[config.mk]
export PLATFORM = sky130hd
export DESIGN_NAME = vsfx_issue_ctrl
export DESIGN_NICKNAME = d
export VERILOG_FILES = /design/src/rtl/vsfx_pkg.sv /design/src/rtl/vsfx_rr_arb.sv /design/src/rtl/vsfx_issue_ctrl.sv
export SDC_FILE = /design/constraint.sdc
export NUM_CORES = 1
export LEC_CHECK = 0
export ABC_AREA = 1
export ABC_CLOCK_PERIOD_IN_PS = 1850
export CAP_MARGIN = 10
export CORE_AREA = 2 2 418 420
export DETAILED_ROUTE_END_ITERATION = 7
export DIE_AREA = 0 0 420 422
export SLEW_MARGIN = 20
export SYNTH_ARGS = -nofsm -noshare
export SYNTH_HDL_FRONTEND = slang
export SYNTH_HIERARCHICAL = 1
export SYNTH_SLANG_ARGS = --single-unit
export TNS_END_PERCENT = 50
[constraint.sdc]
create_clock -name clk -period 1.85 [get_ports clk]
set_input_delay 0.185 -clock clk [delete_from_list [all_inputs] [get_ports clk]]
set_output_delay 0.185 -clock clk [all_outputs]
set_load 0.02 [all_outputs]
[src/rtl/vsfx_pkg.sv]
// Shared constants for the vector fixed-point issue controller: opcodes,
// FSM state encoding, CR6 bit positions and small decode helpers.
package vsfx_pkg;

  localparam logic [7:0] OP_ADDSWS   = 8'h70;  // add saturating signed word
  localparam logic [7:0] OP_SUBUBM   = 8'h80;  // subtract modulo byte
  localparam logic [7:0] OP_CMPEQH   = 8'h0B;  // compare equal halfword
  localparam logic [7:0] OP_CMPEQH_R = 8'h8B;  // compare equal halfword, record CR6
  localparam logic [7:0] OP_AVGSH    = 8'hA9;  // average halfword
  localparam logic [7:0] OP_SLB      = 8'h22;  // shift left byte
  localparam logic [7:0] OP_NONE     = 8'h00;  // unit treats this as a hold

  localparam int unsigned CR6_ALL_ONES = 3;
  localparam int unsigned CR6_ALL_ZERO = 1;

  // Last watchdog count value; the controller waits at most four cycles.
  localparam logic [1:0] WD_LAST = 2'd3;

  typedef enum logic [1:0] {
    ST_IDLE  = 2'd0,
    ST_ISSUE = 2'd1,
    ST_WAIT  = 2'd2,
    ST_WB    = 2'd3
  } vsfx_state_e;

  function automatic logic op_legal(input logic [7:0] op);
    logic ok;
    case (op)
      OP_ADDSWS, OP_SUBUBM, OP_CMPEQH, OP_CMPEQH_R, OP_AVGSH, OP_SLB: ok = 1'b1;
      default: ok = 1'b0;
    endcase
    return ok;
  endfunction

  function automatic logic [3:0] cr6_calc(input logic [127:0] vrt);
    logic [3:0] cr;
    cr = 4'b0000;
    cr[CR6_ALL_ONES] = &vrt;
    cr[CR6_ALL_ZERO] = ~|vrt;
    return cr;
  endfunction

endpackage

[src/rtl/vsfx_rr_arb.sv]
// Two-way round-robin arbiter. The pointer names the requester that has
// priority; it moves past whichever requester is granted.
module vsfx_rr_arb
  import vsfx_pkg::*;
(
  input  logic       clk,
  input  logic       rst_n,
  input  logic [1:0] req,
  input  logic       take,
  output logic [1:0] gnt
);

  logic ptr_r;

  // Grant the pointed-to requester first, otherwise the other one.
  always_comb begin
    gnt = 2'b00;
    if (ptr_r == 1'b0) begin
      if (req[0]) gnt = 2'b01;
      else if (req[1]) gnt = 2'b10;
      else gnt = 2'b00;
    end else begin
      if (req[1]) gnt = 2'b10;
      else if (req[0]) gnt = 2'b01;
      else gnt = 2'b00;
    end
  end

  // Advance the pointer past the granted requester when a grant is taken.
  always_ff @(posedge clk or negedge rst_n) begin
    if (!rst_n) begin
      ptr_r <= 1'b0;
    end else if (take && (gnt != 2'b00)) begin
      ptr_r <= gnt[0];
    end else begin
      ptr_r <= ptr_r;
    end
  end

endmodule

[src/rtl/vsfx_issue_ctrl.sv]
// Issue controller in front of the vector fixed-point unit: arbitrates two
// requesters, issues one op at a time, waits for the result (with a
// watchdog), computes CR6 and hands the result back over a writeback
// handshake. Optional VSCR[SAT] sticky bit under VSFX_SAT_STICKY_EN.
module vsfx_issue_ctrl
  import vsfx_pkg::*;
#(
  parameter int TAG_W = 4
) (
  input  logic               clk,
  input  logic               rst_n,
  input  logic [1:0]         req_valid,
  output logic [1:0]         req_ready,
  input  logic [15:0]        req_ins,
  input  logic [255:0]       req_vra,
  input  logic [255:0]       req_vrb,
  input  logic [2*TAG_W-1:0] req_tag,
  output logic               fx_en,
  output logic [7:0]         fx_ins,
  output logic [127:0]       fx_vra,
  output logic [127:0]       fx_vrb,
  input  logic               fx_vrt_en,
  input  logic [127:0]       fx_vrt,
  input  logic               fx_sat,
  output logic               wb_valid,
  input  logic               wb_ready,
  output logic               wb_src,
  output logic [TAG_W-1:0]   wb_tag,
  output logic [127:0]       wb_vrt,
  output logic [3:0]         wb_cr6,
  output logic               wb_cr6_we,
  output logic               wb_err
`ifdef VSFX_SAT_STICKY_EN
  ,
  output logic               sat_sticky,
  input  logic               sat_clr
`endif
);

  vsfx_state_e        state_r, state_s;
  logic [1:0]         gnt_s;
  logic [1:0]         ready_s;
  logic               take_s;
  logic [7:0]         sel_ins_s;
  logic [127:0]       sel_vra_s, sel_vrb_s;
  logic [TAG_W-1:0]   sel_tag_s;
  logic [7:0]         ins_r;
  logic [127:0]       vra_r, vrb_r;
  logic [1:0]         wd_r;
  logic               fx_en_r;
  logic [7:0]         fx_ins_r;
  logic               wb_valid_r, wb_src_r, wb_cr6_we_r, wb_err_r;
  logic [TAG_W-1:0]   wb_tag_r;
  logic [127:0]       wb_vrt_r;
  logic [3:0]         wb_cr6_r;

  assign take_s = (state_r == ST_IDLE);

  vsfx_rr_arb u_arb (
    .clk   (clk),
    .rst_n (rst_n),
    .req   (req_valid),
    .take  (take_s),
    .gnt   (gnt_s)
  );

  // Select the granted requester's opcode, operands and tag.
  always_comb begin
    sel_ins_s = req_ins[7:0];
    sel_vra_s = req_vra[127:0];
    sel_vrb_s = req_vrb[127:0];
    sel_tag_s = req_tag[TAG_W-1:0];
    if (gnt_s[1]) begin
      sel_ins_s = req_ins[15:8];
      sel_vra_s = req_vra[255:128];
      sel_vrb_s = req_vrb[255:128];
      sel_tag_s = req_tag[2*TAG_W-1:TAG_W];
    end else begin
      sel_ins_s = req_ins[7:0];
    end
  end

  // Accept strobe only in IDLE and never while reset is asserted.
  always_comb begin
    ready_s = 2'b00;
    if ((state_r == ST_IDLE) && rst_n) ready_s = gnt_s;
    else ready_s = 2'b00;
  end

  // Next-state logic.
  always_comb begin
    state_s = state_r;
    case (state_r)
      ST_IDLE: begin
        if (gnt_s != 2'b00) begin
          if (op_legal(sel_ins_s)) state_s = ST_ISSUE;
          else state_s = ST_WB;
        end else begin
          state_s = ST_IDLE;
        end
      end
      ST_ISSUE: state_s = ST_WAIT;
      ST_WAIT: begin
        if (fx_vrt_en || (wd_r == WD_LAST)) state_s = ST_WB;
        else state_s = ST_WAIT;
      end
      ST_WB: begin
        if (wb_ready) state_s = ST_IDLE;
        else state_s = ST_WB;
      end
      default: state_s = ST_IDLE;
    endcase
  end

  // State register and registered writeback-valid.
  always_ff @(posedge clk or negedge rst_n) begin
    if (!rst_n) begin
      state_r    <= ST_IDLE;
      wb_valid_r <= 1'b0;
    end else begin
      state_r    <= state_s;
      wb_valid_r <= (state_s == ST_WB);
    end
  end

  // Capture on grant, issue for one cycle, collect the result or time out.
  always_ff @(posedge clk or negedge rst_n) begin
    if (!rst_n) begin
      ins_r       <= OP_NONE;
      vra_r       <= 128'd0;
      vrb_r       <= 128'd0;
      wd_r        <= 2'd0;
      fx_en_r     <= 1'b0;
      fx_ins_r    <= OP_NONE;
      wb_src_r    <= 1'b0;
      wb_tag_r    <= '0;
      wb_vrt_r    <= 128'd0;
      wb_cr6_r    <= 4'b0000;
      wb_cr6_we_r <= 1'b0;
      wb_err_r    <= 1'b0;
    end else begin
      fx_en_r  <= 1'b0;
      fx_ins_r <= OP_NONE;
      case (state_r)
        ST_IDLE: begin
          wd_r <= 2'd0;
          if (gnt_s != 2'b00) begin
            ins_r       <= sel_ins_s;
            vra_r       <= sel_vra_s;
            vrb_r       <= sel_vrb_s;
            wb_src_r    <= gnt_s[1];
            wb_tag_r    <= sel_tag_s;
            wb_vrt_r    <= 128'd0;
            wb_cr6_r    <= 4'b0000;
            wb_cr6_we_r <= 1'b0;
            wb_err_r    <= ~op_legal(sel_ins_s);
            if (op_legal(sel_ins_s)) begin
              fx_en_r  <= 1'b1;
              fx_ins_r <= sel_ins_s;
            end
          end
        end
        ST_ISSUE: wd_r <= 2'd0;
        ST_WAIT: begin
          wd_r <= wd_r + 2'd1;
          if (fx_vrt_en) begin
            wb_vrt_r <= fx_vrt;
            wb_err_r <= 1'b0;
            if (ins_r == OP_CMPEQH_R) begin
              wb_cr6_r    <= cr6_calc(fx_vrt);
              wb_cr6_we_r <= 1'b1;
            end
          end else if (wd_r == WD_LAST) begin
            wb_err_r <= 1'b1;
          end
        end
        default: ;
      endcase
    end
  end

`ifdef VSFX_SAT_STICKY_EN
  logic sat_r;

  // Sticky saturation: a sampled set beats a simultaneous clear.
  always_ff @(posedge clk or negedge rst_n) begin
    if (!rst_n) begin
      sat_r <= 1'b0;
    end else if ((state_r == ST_WAIT) && fx_vrt_en && (ins_r == OP_ADDSWS) && fx_sat) begin
      sat_r <= 1'b1;
    end else if (sat_clr) begin
      sat_r <= 1'b0;
    end else begin
      sat_r <= sat_r;
    end
  end

  assign sat_sticky = sat_r;
`else
  logic fx_sat_unused_s;
  assign fx_sat_unused_s = fx_sat;
`endif

  assign req_ready = ready_s;
  assign fx_en     = fx_en_r;
  assign fx_ins    = fx_ins_r;
  assign fx_vra    = vra_r;
  assign fx_vrb    = vrb_r;
  assign wb_valid  = wb_valid_r;
  assign wb_src    = wb_src_r;
  assign wb_tag    = wb_tag_r;
  assign wb_vrt    = wb_vrt_r;
  assign wb_cr6    = wb_cr6_r;
  assign wb_cr6_we = wb_cr6_we_r;
  assign wb_err    = wb_err_r;

endmodule

==> metrics.txt <==
status=complete, but fails checks; number of fill cells=19.0k; Final Skew=19.0 ps; Hold WS=85.2 ps; pin count of the biggest net entering global routing=96; Layout Cells excl Fill=5,868; Placer Congestion=0.933; Initial DRC Count=1,553; die height=422 um; Initial Util=11.2%; Period minus WS final=1940 ps; RSZ-0062 raised after global routing=true; Via Count=22.0k; Post-DP HPWL=111 mm; clk slew on worst S/H paths=60 ps; DRT Wirelength=139 mm; Worst path slowest cell=dfrtp_1; synthesized instance count=2,298; antenna violations before repair=91; Worst Max-Slew Pin Slew=653 ps; core area=173,000 um^2; drt drc=0; maximum capacitance violations=0; final antenna-violating net count=0; first-pass GRT wire length=176 mm; layout cell share with drive strength beyond 1=16.5%; crit share post-route=105%; CP arrival=2470 ps; Setup Slack @ Placement=-406 ps; Area Overhead vs Synth=93.0%; gr ovfl total=0; width of the die=420 um; failing checks=setup timing; IO buf count=1,074; Worst setup EP type=flip-flop; Layout Nets=4,166; Slew HR=56.5%; post-synthesis cell type count=33; Cell Chain, Critical Path=inv_2 > a21boi_4 > buf_6 > buf_12 > clkinv_16 > buf_16 > clkbuf_16 > nand2_1 > a31oi_1; maximum vdd ir drop=0.860 mV; Hold Path Class=input port to asynchronous set/reset pin; # rows=153; Mapped Area=19,400 um^2; clock buffer count from CTS=52; post-layout util=21.6%; PD cells=1530 nW/um^2; CTS tree=yes; Longest Clk Path Bufs=3; CP Max Fanout=10; Setup Crit Path Kind=flip-flop to flip-flop; Avg Vias per Cell=3.75; GRT Total Usage=14.3%; number of global-route vias before repair=21.3k; Clock Latency Late Sink=670 ps; # clock sinks=416; Root Buffer=clkbuf_16; final hold vios=0; Critical Path Start Type=flip-flop; Detailed Routing Iterations Pass 1=6; total power=0.0572 W; Req. time, crit path=2370 ps; Ys Warns=6; Slew Limit Fails=0; Setup WS post-layout=-92.2 ps; leakage=16.2 nW; fmax=515 MHz; endpoints failing setup=82; H-tree levels=2; I/O Pins=1,078; placed cell count=5,697; post-synthesis register bit count=416; Avg Inst Size Synth=8.44 um^2; area of the die=177,000 um^2; Max stage delay on crit path=390 ps; Seq/Total Area, Yosys=53.7%; Wirelength per Cell=23.7 um
kinds of logic (layout without fill, tap and decap cells):
family                   count (synthesis)  count (layout)  share of synthesized area, %
adder cells (fa/ha/maj)                  1               1                        0.0645
AO/OA/AOI/OAI                          392             392                          15.0
other                                    1              15                        0.0193
flip-flops                             416             416                          53.7
buffers and inverters                  306            1537                          7.11
AND/OR/NAND/NOR                       1182            1182                          24.1
routing by layer:
metal | share of wire, % | vias to the layer above | GRT usage, %
met5 | 0.32 | - | 0
met2 | 50 | 895 | 25.3
met3 | 8.4 | 290 | 4.95
met1 | 38 | 10700 | 16.0
li1 | - | 10100 | -
met4 | 3.3 | 66 | 4.59
layout make-up:
| cell class | count | area [um^2] | share of cell area, % |
|---|---|---|---|
| Clock buffer | 72 | 1480 | 3.95 |
| Multi-Input combinational cell | 1578 | 8340 | 22.3 |
| Timing Repair inverter | 2 | 32.5 | 0.0869 |
| Clock inverter | 19 | 287 | 0.766 |
| Inverter | 143 | 598 | 1.60 |
| Timing Repair Buffer | 1301 | 13300 | 35.7 |
| Tap cell | 2325 | 2910 | 7.77 |
| Sequential cell | 416 | 10400 | 27.8 |
| Antenna cell | 12 | 30.0 | 0.0802 |
through the flow:
| stage | instance area, um^2 | setup TNS, ps |
|---|---|---|
| global placement | 33900 | -106080 |
| detailed placement | 33900 | -115330 |
| floorplan | 19400 | 0 |
| global route | 37400 | -14330 |
| CTS | 35800 | -864 |
| finish | 37400 | -2100 |
cells in the mapped netlist, drive strengths merged:
cell    instances  area, um^2
dfrtp         416       10400
o31ai         112        1160
a21boi          2        15.0
nor4            6        37.5
nor3b           2        15.0
nand4          51         319
ha              1        12.5
conb            1        3.75
a22o            1        8.76
clkbuf         31         116
nor2          304        1160
a31oi         260        1630
o21ai          14        81.3
inv           143         539
buf           132         722
nand2         777        2930
nor3           14        70.1
nand3          28         140
a21oi           3        18.8
critical path, delay by kind of cell, from the launching register on:
family | cells | cell delay (ps)
AOI/OAI and AO/OA | 2 | 270
buffers and inverters | 6 | 870
DFF | 1 | 390
and+or+nand+nor | 1 | 170
layout by cell type (no fill, tap or decap), types with 4 or more instances in the layout:
cell,netlist,layout
dlygate4sd2_1,0,351
nand2_1,773,693
clkdlybuf4s50_1,0,674
a31oi_2,0,17
nor2_2,1,17
buf_16,0,20
nand4_1,51,51
a31oi_4,0,8
a31oi_1,260,235
nor2_4,2,7
buf_12,0,37
o31ai_1,48,35
inv_2,4,4
o21ai_0,11,10
bufinv_16,0,6
buf_8,0,6
o31ai_2,64,77
clkbuf_16,0,74
nand3_1,28,24
buf_4,15,149
nand2_4,1,23
clkbuf_1,31,10
nor3_1,14,14
nand2_2,3,60
nor2_1,301,280
buf_6,4,36
diode_2,0,12
clkbuf_8,0,10
clkinv_2,0,7
clkdlybuf4s15_2,0,5
nand3_2,0,4
dfrtp_1,416,416
inv_1,138,135
nor4_1,6,6
repair_timing:
action,CTS,global route
resized for setup,434,201
hold endpoints to repair,326,0
cloned,8,29
setup buffers,17,14
pin swaps,27,24
hold buffers,2,0
endpoints found under the setup margin,416,281
sequential cells by signal (all words and copies together) (netlist names):
register / count
u_arb/ptr_r: 1
wd_r: 2
fx_ins: 8
wb_tag: 4
wb_src: 1
wb_cr6_we: 1
wb_vrt: 128
ins_r: 8
fx_vra: 128
wb_cr6: 2
state_r: 2
fx_en: 1
wb_valid: 1
wb_err: 1
fx_vrb: 128
final timing paths:
| path | start | end | slack, ps | cells after the start |
|---|---|---|---|---|
| setup / recovery | u_arb/ptr_r | fx_vrb[56] | -90 | 9 |
| hold / removal | rst_n | wb_vrt[41] | 90 | 3 |
| setup reg to reg | u_arb/ptr_r | fx_vrb[56] | -90 | 9 |
| hold reg to reg | wb_vrt[39] | wb_vrt[39] | 480 | 2 |
| max in group asynchronous | rst_n | fx_vrb[8] | 800 | 4 |
| min in group clk | req_vra[32] | fx_vra[32] | 90 | 3 |
power by group:
part	total [W]	switching, W	internal, W
logic	0.0300	0.0182	0.0117
registers	0.0164	0.00286	0.0135
clock network	0.0108	0.00443	0.00640
total	0.0572	0.0255	0.0316
Power figures use the tool's default switching activity.
